===== src/rtl/sys_pkg.sv =====
// Shared types and constants for the MAC row compute stage.
package sys_pkg;

  typedef enum logic {
    ST_IDLE = 1'b0,
    ST_RUN  = 1'b1
  } state_e;

  localparam int DATA_W  = 16;
  localparam int PROD_W  = 32;
  localparam int S16_MAX = 32767;
  localparam int S16_MIN = -32768;

endpackage


===== src/rtl/sys_fifo.sv =====
// Operand FIFO: push strobe from the producer, pop from the MAC engine,
// head word visible combinationally, almost-full flag for back-pressure.
// A push that coincides with a pop is accepted even when full, since the
// pop frees the slot in the same cycle.
module sys_fifo #(
  parameter int DEPTH    = 16,
  parameter int AF_LEVEL = 12,
  parameter int WIDTH    = 16
) (
  input  logic             clk,
  input  logic             rst_n,
  input  logic             clear,
  input  logic             push,
  input  logic [WIDTH-1:0] din,
  input  logic             pop,
  output logic [WIDTH-1:0] dout,
  output logic             empty,
  output logic             full,
  output logic             afull,
  output logic             ovf_pulse
);

  localparam int AW = $clog2(DEPTH);

  logic [WIDTH-1:0] mem_q [DEPTH];
  logic [AW-1:0]    wr_q, rd_q;
  logic [AW:0]      cnt_q;
  logic             do_push, do_pop;

  assign empty     = (cnt_q == '0);
  assign full      = (cnt_q == (AW+1)'(DEPTH));
  assign afull     = (cnt_q >= (AW+1)'(AF_LEVEL));
  assign dout      = mem_q[rd_q];
  assign do_pop    = pop && !empty && !clear;
  assign do_push   = push && (!full || do_pop) && !clear;
  assign ovf_pulse = push && full && !do_pop && !clear;

  // Storage array; contents are don't-care while the slot is unoccupied.
  always_ff @(posedge clk) begin
    if (do_push) mem_q[wr_q] <= din;
  end

  // Pointers and occupancy count; clear empties the FIFO in one cycle.
  always_ff @(posedge clk) begin
    if (!rst_n || clear) begin
      wr_q  <= '0;
      rd_q  <= '0;
      cnt_q <= '0;
    end else begin
      if (do_push) wr_q <= wr_q + 1'b1;
      if (do_pop)  rd_q <= rd_q + 1'b1;
      case ({do_push, do_pop})
        2'b10:   cnt_q <= cnt_q + 1'b1;
        2'b01:   cnt_q <= cnt_q - 1'b1;
        default: cnt_q <= cnt_q;
      endcase
    end
  end

endmodule


===== src/rtl/sys_mac_row.sv =====
// MAC row: pops A/B operand pairs, multiplies in stage 1, accumulates in
// stage 2, and every cnt_max products emits a scaled, saturated result.
module sys_mac_row
  import sys_pkg::*;
#(
  parameter int DEPTH    = 16,
  parameter int AF_LEVEL = 12,
  parameter int FRAC     = 8,
  parameter int ACC_W    = 40
) (
  input  logic              clk,
  input  logic              rst_n,
  input  logic              start,
  input  logic [7:0]        max_cntr,
  input  logic              awe,
  input  logic [DATA_W-1:0] a_in,
  input  logic              bwe,
  input  logic [DATA_W-1:0] b_in,
  output logic              aff,
  output logic              bff,
  output logic [DATA_W-1:0] s_out,
  output logic              sat,
  output logic              sw,
  output logic              ovf
);

  localparam logic signed [ACC_W-1:0] SAT_HI = ACC_W'(S16_MAX);
  localparam logic signed [ACC_W-1:0] SAT_LO = ACC_W'(S16_MIN);

  state_e                    state_q;
  logic [7:0]                cnt_max_q, elem_q;
  logic signed [ACC_W-1:0]   acc_q;
  logic signed [PROD_W-1:0]  prod_q;
  logic                      valid1_q;
  logic [DATA_W-1:0]         s_out_q;
  logic                      sat_q, sw_q, ovf_q;

  logic [DATA_W-1:0]         a_head, b_head;
  logic                      a_empty, b_empty, a_full, b_full;
  logic                      a_ovf, b_ovf, pop;
  logic signed [PROD_W-1:0]  prod_d;
  logic signed [ACC_W-1:0]   acc_next, shifted;
  logic [8:0]                elem_inc;
  logic                      last;
  logic [DATA_W-1:0]         s_out_d;
  logic                      sat_d;

  // Start preempts popping so nothing leaves a FIFO that is being cleared.
  assign pop = (state_q == ST_RUN) && !a_empty && !b_empty && !start;

  sys_fifo #(.DEPTH(DEPTH), .AF_LEVEL(AF_LEVEL), .WIDTH(DATA_W)) u_fifo_a (
    .clk(clk), .rst_n(rst_n), .clear(start), .push(awe), .din(a_in), .pop(pop),
    .dout(a_head), .empty(a_empty), .full(a_full), .afull(aff), .ovf_pulse(a_ovf)
  );

  sys_fifo #(.DEPTH(DEPTH), .AF_LEVEL(AF_LEVEL), .WIDTH(DATA_W)) u_fifo_b (
    .clk(clk), .rst_n(rst_n), .clear(start), .push(bwe), .din(b_in), .pop(pop),
    .dout(b_head), .empty(b_empty), .full(b_full), .afull(bff), .ovf_pulse(b_ovf)
  );

  // Stage-1 product and stage-2 accumulate/scale/clamp arithmetic.
  always_comb begin
    prod_d   = $signed(a_head) * $signed(b_head);
    acc_next = acc_q + {{(ACC_W-PROD_W){prod_q[PROD_W-1]}}, prod_q};
    shifted  = acc_next >>> FRAC;
    elem_inc = {1'b0, elem_q} + 9'd1;
    last     = (elem_inc == {1'b0, cnt_max_q});
    s_out_d  = shifted[DATA_W-1:0];
    sat_d    = 1'b0;
    if (shifted > SAT_HI) begin
      s_out_d = SAT_HI[DATA_W-1:0];
      sat_d   = 1'b1;
    end else if (shifted < SAT_LO) begin
      s_out_d = SAT_LO[DATA_W-1:0];
      sat_d   = 1'b1;
    end
  end

  // Run control, MAC pipeline and registered result outputs.
  always_ff @(posedge clk) begin
    if (!rst_n) begin
      state_q   <= ST_IDLE;
      cnt_max_q <= '0;
      elem_q    <= '0;
      acc_q     <= '0;
      prod_q    <= '0;
      valid1_q  <= 1'b0;
      s_out_q   <= '0;
      sat_q     <= 1'b0;
      sw_q      <= 1'b0;
      ovf_q     <= 1'b0;
    end else if (start) begin
      state_q   <= (max_cntr != 8'd0) ? ST_RUN : ST_IDLE;
      cnt_max_q <= max_cntr;
      elem_q    <= '0;
      acc_q     <= '0;
      valid1_q  <= 1'b0;
      sw_q      <= 1'b0;
      ovf_q     <= 1'b0;
    end else begin
      sw_q     <= 1'b0;
      valid1_q <= pop;
      if (pop) prod_q <= prod_d;
      if (a_ovf || b_ovf) ovf_q <= 1'b1;
      if (valid1_q) begin
        if (last) begin
          acc_q   <= '0;
          elem_q  <= '0;
          s_out_q <= s_out_d;
          sat_q   <= sat_d;
          sw_q    <= 1'b1;
        end else begin
          acc_q  <= acc_next;
          elem_q <= elem_inc[7:0];
        end
      end
    end
  end

  assign s_out = s_out_q;
  assign sat   = sat_q;
  assign sw    = sw_q;
  assign ovf   = ovf_q;

endmodule


===== config.mk =====
export PLATFORM = sky130hd
export DESIGN_NAME = sys_mac_row
export DESIGN_NICKNAME = d
export VERILOG_FILES = /design/src/rtl/sys_pkg.sv /design/src/rtl/sys_fifo.sv /design/src/rtl/sys_mac_row.sv
export SDC_FILE = /design/constraint.sdc
export NUM_CORES = 2
export LEC_CHECK = 0
export BUFFER_PORTS_ARGS = -buffer_cell sky130_fd_sc_hd__buf_2
export CORE_ASPECT_RATIO = 2
export CORE_MARGIN = 2
export CORE_UTILIZATION = 45
export DETAILED_ROUTE_END_ITERATION = 10
export GPL_ROUTABILITY_DRIVEN = 0
export MAX_ROUTING_LAYER = met4
export PLACE_DENSITY = 0.61
export SYNTH_ARGS = -nofsm -noshare
export SYNTH_HDL_FRONTEND = slang
export SYNTH_SLANG_ARGS = --single-unit

===== constraint.sdc =====
create_clock -name clk -period 7.5 [get_ports clk]
set_input_delay 0.75 -clock clk [delete_from_list [all_inputs] [get_ports clk]]
set_output_delay 0.75 -clock clk [all_outputs]
set_load 0.02 [all_outputs]

## Yosys cells after proc, flatten, opt, wreduce, memory -nomap -nowiden

Memory sizes are Yosys's and may differ from the RTL's. A register that Yosys moved wholly into a read port is not among the register bits.
Index checks and enable logic that the tools add are counted.

- Bitwise operators: 3
- Multipliers: 1
- Add/sub/neg operators: 10
- Order comparisons: 4
- Eq/ne operators: 7
- Shift operators: 0
- Reduce and logical (&&, ||, !) cells: 38
- Divide/modulo/power cells: 0
- Multiplexer cells: 18

Operators with widths:

| operator | count |
|---|---|
| $add A40 B40 Y40 | 1 |
| $mux W40 | 1 |
| $gt A32 B16 Y1 const B | 1 |
| $lt A32 B16 Y1 const B | 1 |
| $mul A16 B16 Y32 | 1 |
| $mux W16 | 2 |
| $pmux W5 S2 | 2 |
| $logic_and A1 B1 Y1 | 17 |
| $add A4 B1 Y4 const B | 4 |
| $mux W4 | 4 |
| $add A5 B1 Y5 const B | 2 |
| $eq A5 B5 Y1 const B | 2 |
| $ge A5 B4 Y1 const B | 2 |
| $logic_not A5 Y1 | 2 |
| $sub A5 B1 Y5 const B | 2 |
| $add A8 B1 Y9 const B | 1 |
| $eq A9 B8 Y1 | 1 |
| $logic_not A1 Y1 | 8 |
| $mux W1 | 8 |
| $mux W8 | 1 |
| $reduce_bool A8 Y1 | 1 |
| $eq A2 B1 Y1 const B | 2 |
| $eq A2 B2 Y1 const B | 2 |
| $logic_or A1 B1 Y1 | 4 |
| 6 further kinds | 9 |

- Output and inout bits: 21
- Memory bits (read-only): 0
- Latch bits: 0
- Word-level logic and storage cells: 99
- Input bits: 45
- Memory bits (writable): 512
- Memories kept: 2
- Bits in registers: 135

Memory list:

| memory | words | bits a word | rd ports | clocked after Yosys merged registers in | wr ports | line | RTL |
|---|---|---|---|---|---|---|---|
| u_fifo_a.mem_q | 16 | 16 | 1 | 1 | 1 | sys_fifo.sv:25 | `logic [WIDTH-1:0] mem_q [DEPTH];` |
| u_fifo_b.mem_q | 16 | 16 | 1 | 1 | 1 | sys_fifo.sv:25 |  |

## Logic depth before layout (Yosys ltp)

- Depth after elaboration: 12
- Mapped depth: 32
- Depth with buffers taken out: 28

## Cells and area by module

Synthesis repeated with hierarchy kept, for this count alone.

- Cells, all modules: 2983
- Area, all modules: 37975.2 µm²

By module, submodules not included:

| module | cells an instance | area an instance (µm²) | times used | sequential area each (µm²) |
|---|---|---|---|---|
| sys_mac_row | 1934 | 16634.7 | 1 | 2182.1 |
| sys_fifo (u_fifo_a) | 523 | 10681.5 | 1 | 8027.7 |
| sys_fifo (u_fifo_b) | 526 | 10659.0 | 1 | 8027.7 |

## Worst setup path before layout

OpenSTA, ideal clock, no wires.

- Path type: register to register
- From: reg with a tool-made name
- To: reg prod_q[29]
- Setup time: 0.122 ns
- Data arrival time: 7.724 ns
- Setup slack: -0.346 ns
- Required time: 7.378 ns
- Stages on the path, launching flop included: 26
- Buffers on the path: 3
- Clock period less this slack: 7.846 ns
- Cell sequence: dfxtp_1 > buf_2 > buf_1 > buf_1 > mux4_2 > mux2i_1 > nand2_1 > o21ai_1 > nor2_1 > fa_1 > inv_1 > fa_1 > fa_1 > fa_1 > inv_1 > fa_1 > fa_1 > ha_1 > o2111ai_1 > o311ai_0 > nand3_1 > a211oi_1 > o31ai_1 > a21boi_0 > xnor2_1 > o21ai_0

RTL lines:

| item | line | RTL |
|---|---|---|
| to (signal assigned) | sys_mac_row.sv:103 | `if (pop) prod_q <= prod_d;` |
| to (decl) | sys_mac_row.sv:33 | `logic signed [PROD_W-1:0] prod_q;` |

==> results.sh <==
export IMPL_start_kind="flop"
export IMPL_p_total_mw=13.4
export IMPL_post_drt_wl_per_cell_um=22.6
export IMPL_grt_use_total_pct=23.3
export IMPL_drcViolationCount=0
export IMPL_synth_edff_count=512
export IMPL_ios=66
export IMPL_p_clk_share_pct=21.9
export IMPL_worstMarginPinSlew_ns=1.30
export IMPL_timing_final_ws_setup_ns=0.242
export IMPL_dpl_hpwl_mm=69.0
export IMPL_synth_ff_type="edfxtp_1"
export IMPL_worstSetupPathType="flop to flop"
export IMPL_antenna_found_initial=4
export IMPL_min_from="max_cntr[5]"
export IMPL_r2r_end="prod_q[31]"
export IMPL_synthArstFlopShare_pct=0
export IMPL_synth_avg_cell_area_um2=12.5
export IMPL_fin_crit_sh_pct=96.8
export IMPL_gr_total_overflow=0
export IMPL_hold_end="cnt_max_q[5]"
export IMPL_clk_root_buffer_cell="clkbuf_16"
export IMPL_insertion_delay_ns=0.67
export IMPL_num_rows=150
export IMPL_yosysMostFrequentCell="edfxtp_1"
export IMPL_syn_area_um2=37800
export IMPL_fill_cells=7155
export IMPL_htreeDepth=2
export IMPL_coreArea_um2=83300
export IMPL_dp_cells=4128
export IMPL_r2r_slack_ns=0.24
export IMPL_fin_nets=3608
export IMPL_p_int_mw=8.37
export IMPL_clock_skew_ns=0.0754
export IMPL_cts_hold_buf=0
export IMPL_worstHoldPathType="primary input to flop"
export IMPL_place_area_um2=40100
export IMPL_hold_violations=0
export IMPL_p_leak_nw=16.2
export IMPL_comb_power_share_pct=48.6
export IMPL_clkTransAtPathRegs_ns=0.07
export IMPL_clock_fmax_ghz=0.138
export IMPL_grt_first_pass_wirelength_mm=148
export IMPL_start_util_pct=45.3
export IMPL_final_cells=4272
export IMPL_p_sw_share_pct=37.4
export IMPL_ys_seq_area_share_pct=48.3
export IMPL_syn_num_nets=3461
export IMPL_power_density_nw_per_um2=314
export IMPL_cts_sinks=655
export IMPL_relSlewSlack_pct=13.2
export IMPL_yosys_warnings=0
export IMPL_required_ns=8.01
export IMPL_crit_path_end_kind="flop"
export IMPL_antenna_left=0
export IMPL_clock_path_buffers=3
export IMPL_cp_arrival_ns=7.77
export IMPL_critPathMaxFanout=7
export IMPL_io_buffers=65
export IMPL_die_w_um=209
export IMPL_synth_top_area_share_pct=40.7
export IMPL_drv_slew=0
export IMPL_area_growth_pct=12.7
export IMPL_numCtsBuffers=56
export IMPL_cts_tree="yes"
export IMPL_viasPerCell=5.64
export IMPL_wl_mm=96.4
export IMPL_synthTopCellsByArea="edfxtp_1, fa_1, mux4_2"
export IMPL_final_area_um2=42600
export IMPL_syn_inst=3011
export IMPL_synth_top_cell_by_area="edfxtp_1"
export IMPL_grt_max_degree=74
export IMPL_dp_slack_ns=-0.225
export IMPL_timing_final_crit_period_ns=7.26
export IMPL_seqPwrFrac_pct=29.5
export IMPL_finalSetupViolations=0
export IMPL_initialDrtViolationCount=1729
export IMPL_grt_pass1_vias=25949
export IMPL_drt_pre_antenna_iters=7
export IMPL_whs_path_depth=3
export IMPL_reg2regPathDepth=23
export IMPL_die_area_um2=86400
export IMPL_vias=24095
export IMPL_synth_common_cells="edfxtp_1, inv_1, nor2_1, fa_1, nand2_1"
export IMPL_die_h_um=414
export IMPL_status="finished clean"
export IMPL_max_cap_violations=0
export IMPL_ys_seq_elements=655
export IMPL_synth_distinct_cells=85
export IMPL_switchingPower_mw=5.00
export IMPL_drive_gt1_share_pct=17.3
export IMPL_vdd_drop_max_mv=0.361
[how the worst max path moves through the flow]
stage,startpoint,endpoint
floorplan,flop,prod_q[30]
global placement,flop,prod_q[29]
detailed placement,flop,prod_q[29]
CTS,flop,prod_q[30]
global route,flop,prod_q[29]
finish,flop,prod_q[31]
[placed cells by master, fill, tap and decap left out, types with 11 or more instances in the layout]
cell type,n
a211oi_1,12
a21o_1,35
a21oi_1,113
a22oi_1,26
and2_1,21
buf_12,25
buf_2,65
buf_4,115
clkbuf_16,60
clkinv_1,12
clkinv_2,11
dfxtp_1,138
edfxtp_1,512
fa_1,263
ha_1,137
inv_1,354
mux2_2,27
mux2i_1,38
mux4_2,133
nand2_1,232
nand2b_1,27
nand3_1,37
nand4_1,20
nor2_1,286
nor2_2,14
nor3_1,25
o211ai_1,13
o21a_1,37
o21ai_0,50
o21ai_1,33
o21bai_1,14
or3_1,13
xnor2_1,50
xor2_1,33
[worst max-delay path: stages, from the launching register on]
cell      delay [ns]
dfxtp_4         0.39
buf_12          0.12
buf_12          0.12
mux4_2          0.50
mux4_2          0.65
buf_6           0.21
buf_4           0.15
nand2_1         0.10
inv_1           0.10
fa_1            0.55
fa_1            0.44
fa_1            0.53
fa_1            0.52
fa_1            0.55
inv_1           0.06
fa_1            0.55
inv_1           0.05
ha_1            0.35
nand4_1         0.22
a211oi_4        0.35
o31ai_2         0.12
a21oi_2         0.16
a211oi_1        0.07
a211oi_1        0.24
[per-stage QoR]
stage,TNS [ns],util [%],hold WS [ns]
after global routing,-0.0286,51.1,0.346
after floorplan,0,-,0.436
after global placement,-0.257,48.1,0.446
after CTS,0,50.4,0.334
after detailed placement,-0.575,48.1,0.452
final,0,51.1,0.361
[cells by family (layout without fill, tap and decap cells)]
logic type,after synthesis,after routing,share of synthesized area [%]
AO/OA/AOI/OAI,422,422,7.38
XOR/XNOR,83,83,1.92
adder cells (fa/ha/maj),405,405,18.7
buffers and inverters,490,684,4.99
flip-flops,655,655,48.3
multiplexers,199,199,9.77
other,0,3,0
AND/OR/NAND/NOR,757,757,8.98
[timing repair]
action | in CTS | in global routing
cloned | 0 | 4
endpoints found under the setup margin | 6 | 12
buffers inserted | 0 | 32
pin swaps | 0 | 12
hold endpoints to repair | 0 | 0
gates resized for setup | 7 | 44
[area by class of cell]
cell class	instances	area [um^2]	area share (%)
Clock buffer	67	1450	3.41
Tap cell	1064	1330	3.13
Clock inverter	38	405	0.952
Sequential cell	655	18200	42.8
Inverter	359	1350	3.17
Antenna cell	3	7.51	0.0176
Multi-Input combinational cell	1866	17900	42.0
Timing Repair Buffer	220	1920	4.50
[flip-flops by register name, indices dropped and copies added, names as in the netlist, 5 cells and up, named ones only]
signal,count
cnt_max_q,8
prod_q,32
u_fifo_b.cnt_q,5
s_out,16
u_fifo_a.cnt_q,5
elem_q,8
u_fifo_a.mem_q,256
acc_q,40
u_fifo_b.mem_q,256
[per-layer routing]
metal,wire (um),GRT usage [%]
met3,3690,2.62
met2,52900,43.6
met1,33500,23.3
met4,6270,13.1
met5,0,-
[power groups by stage]
stage / clock [mW] / combinational, mW / sequential, mW
floorplan: 0 / 4.40 / 4.01
global placement: 0 / 5.95 / 4.02
detailed placement: 0 / 6.08 / 4.02
CTS: 3.00 / 6.18 / 3.94
global route: 3.13 / 7.31 / 3.94
finish: 2.93 / 6.50 / 3.94
Power figures use the tool's default switching activity.
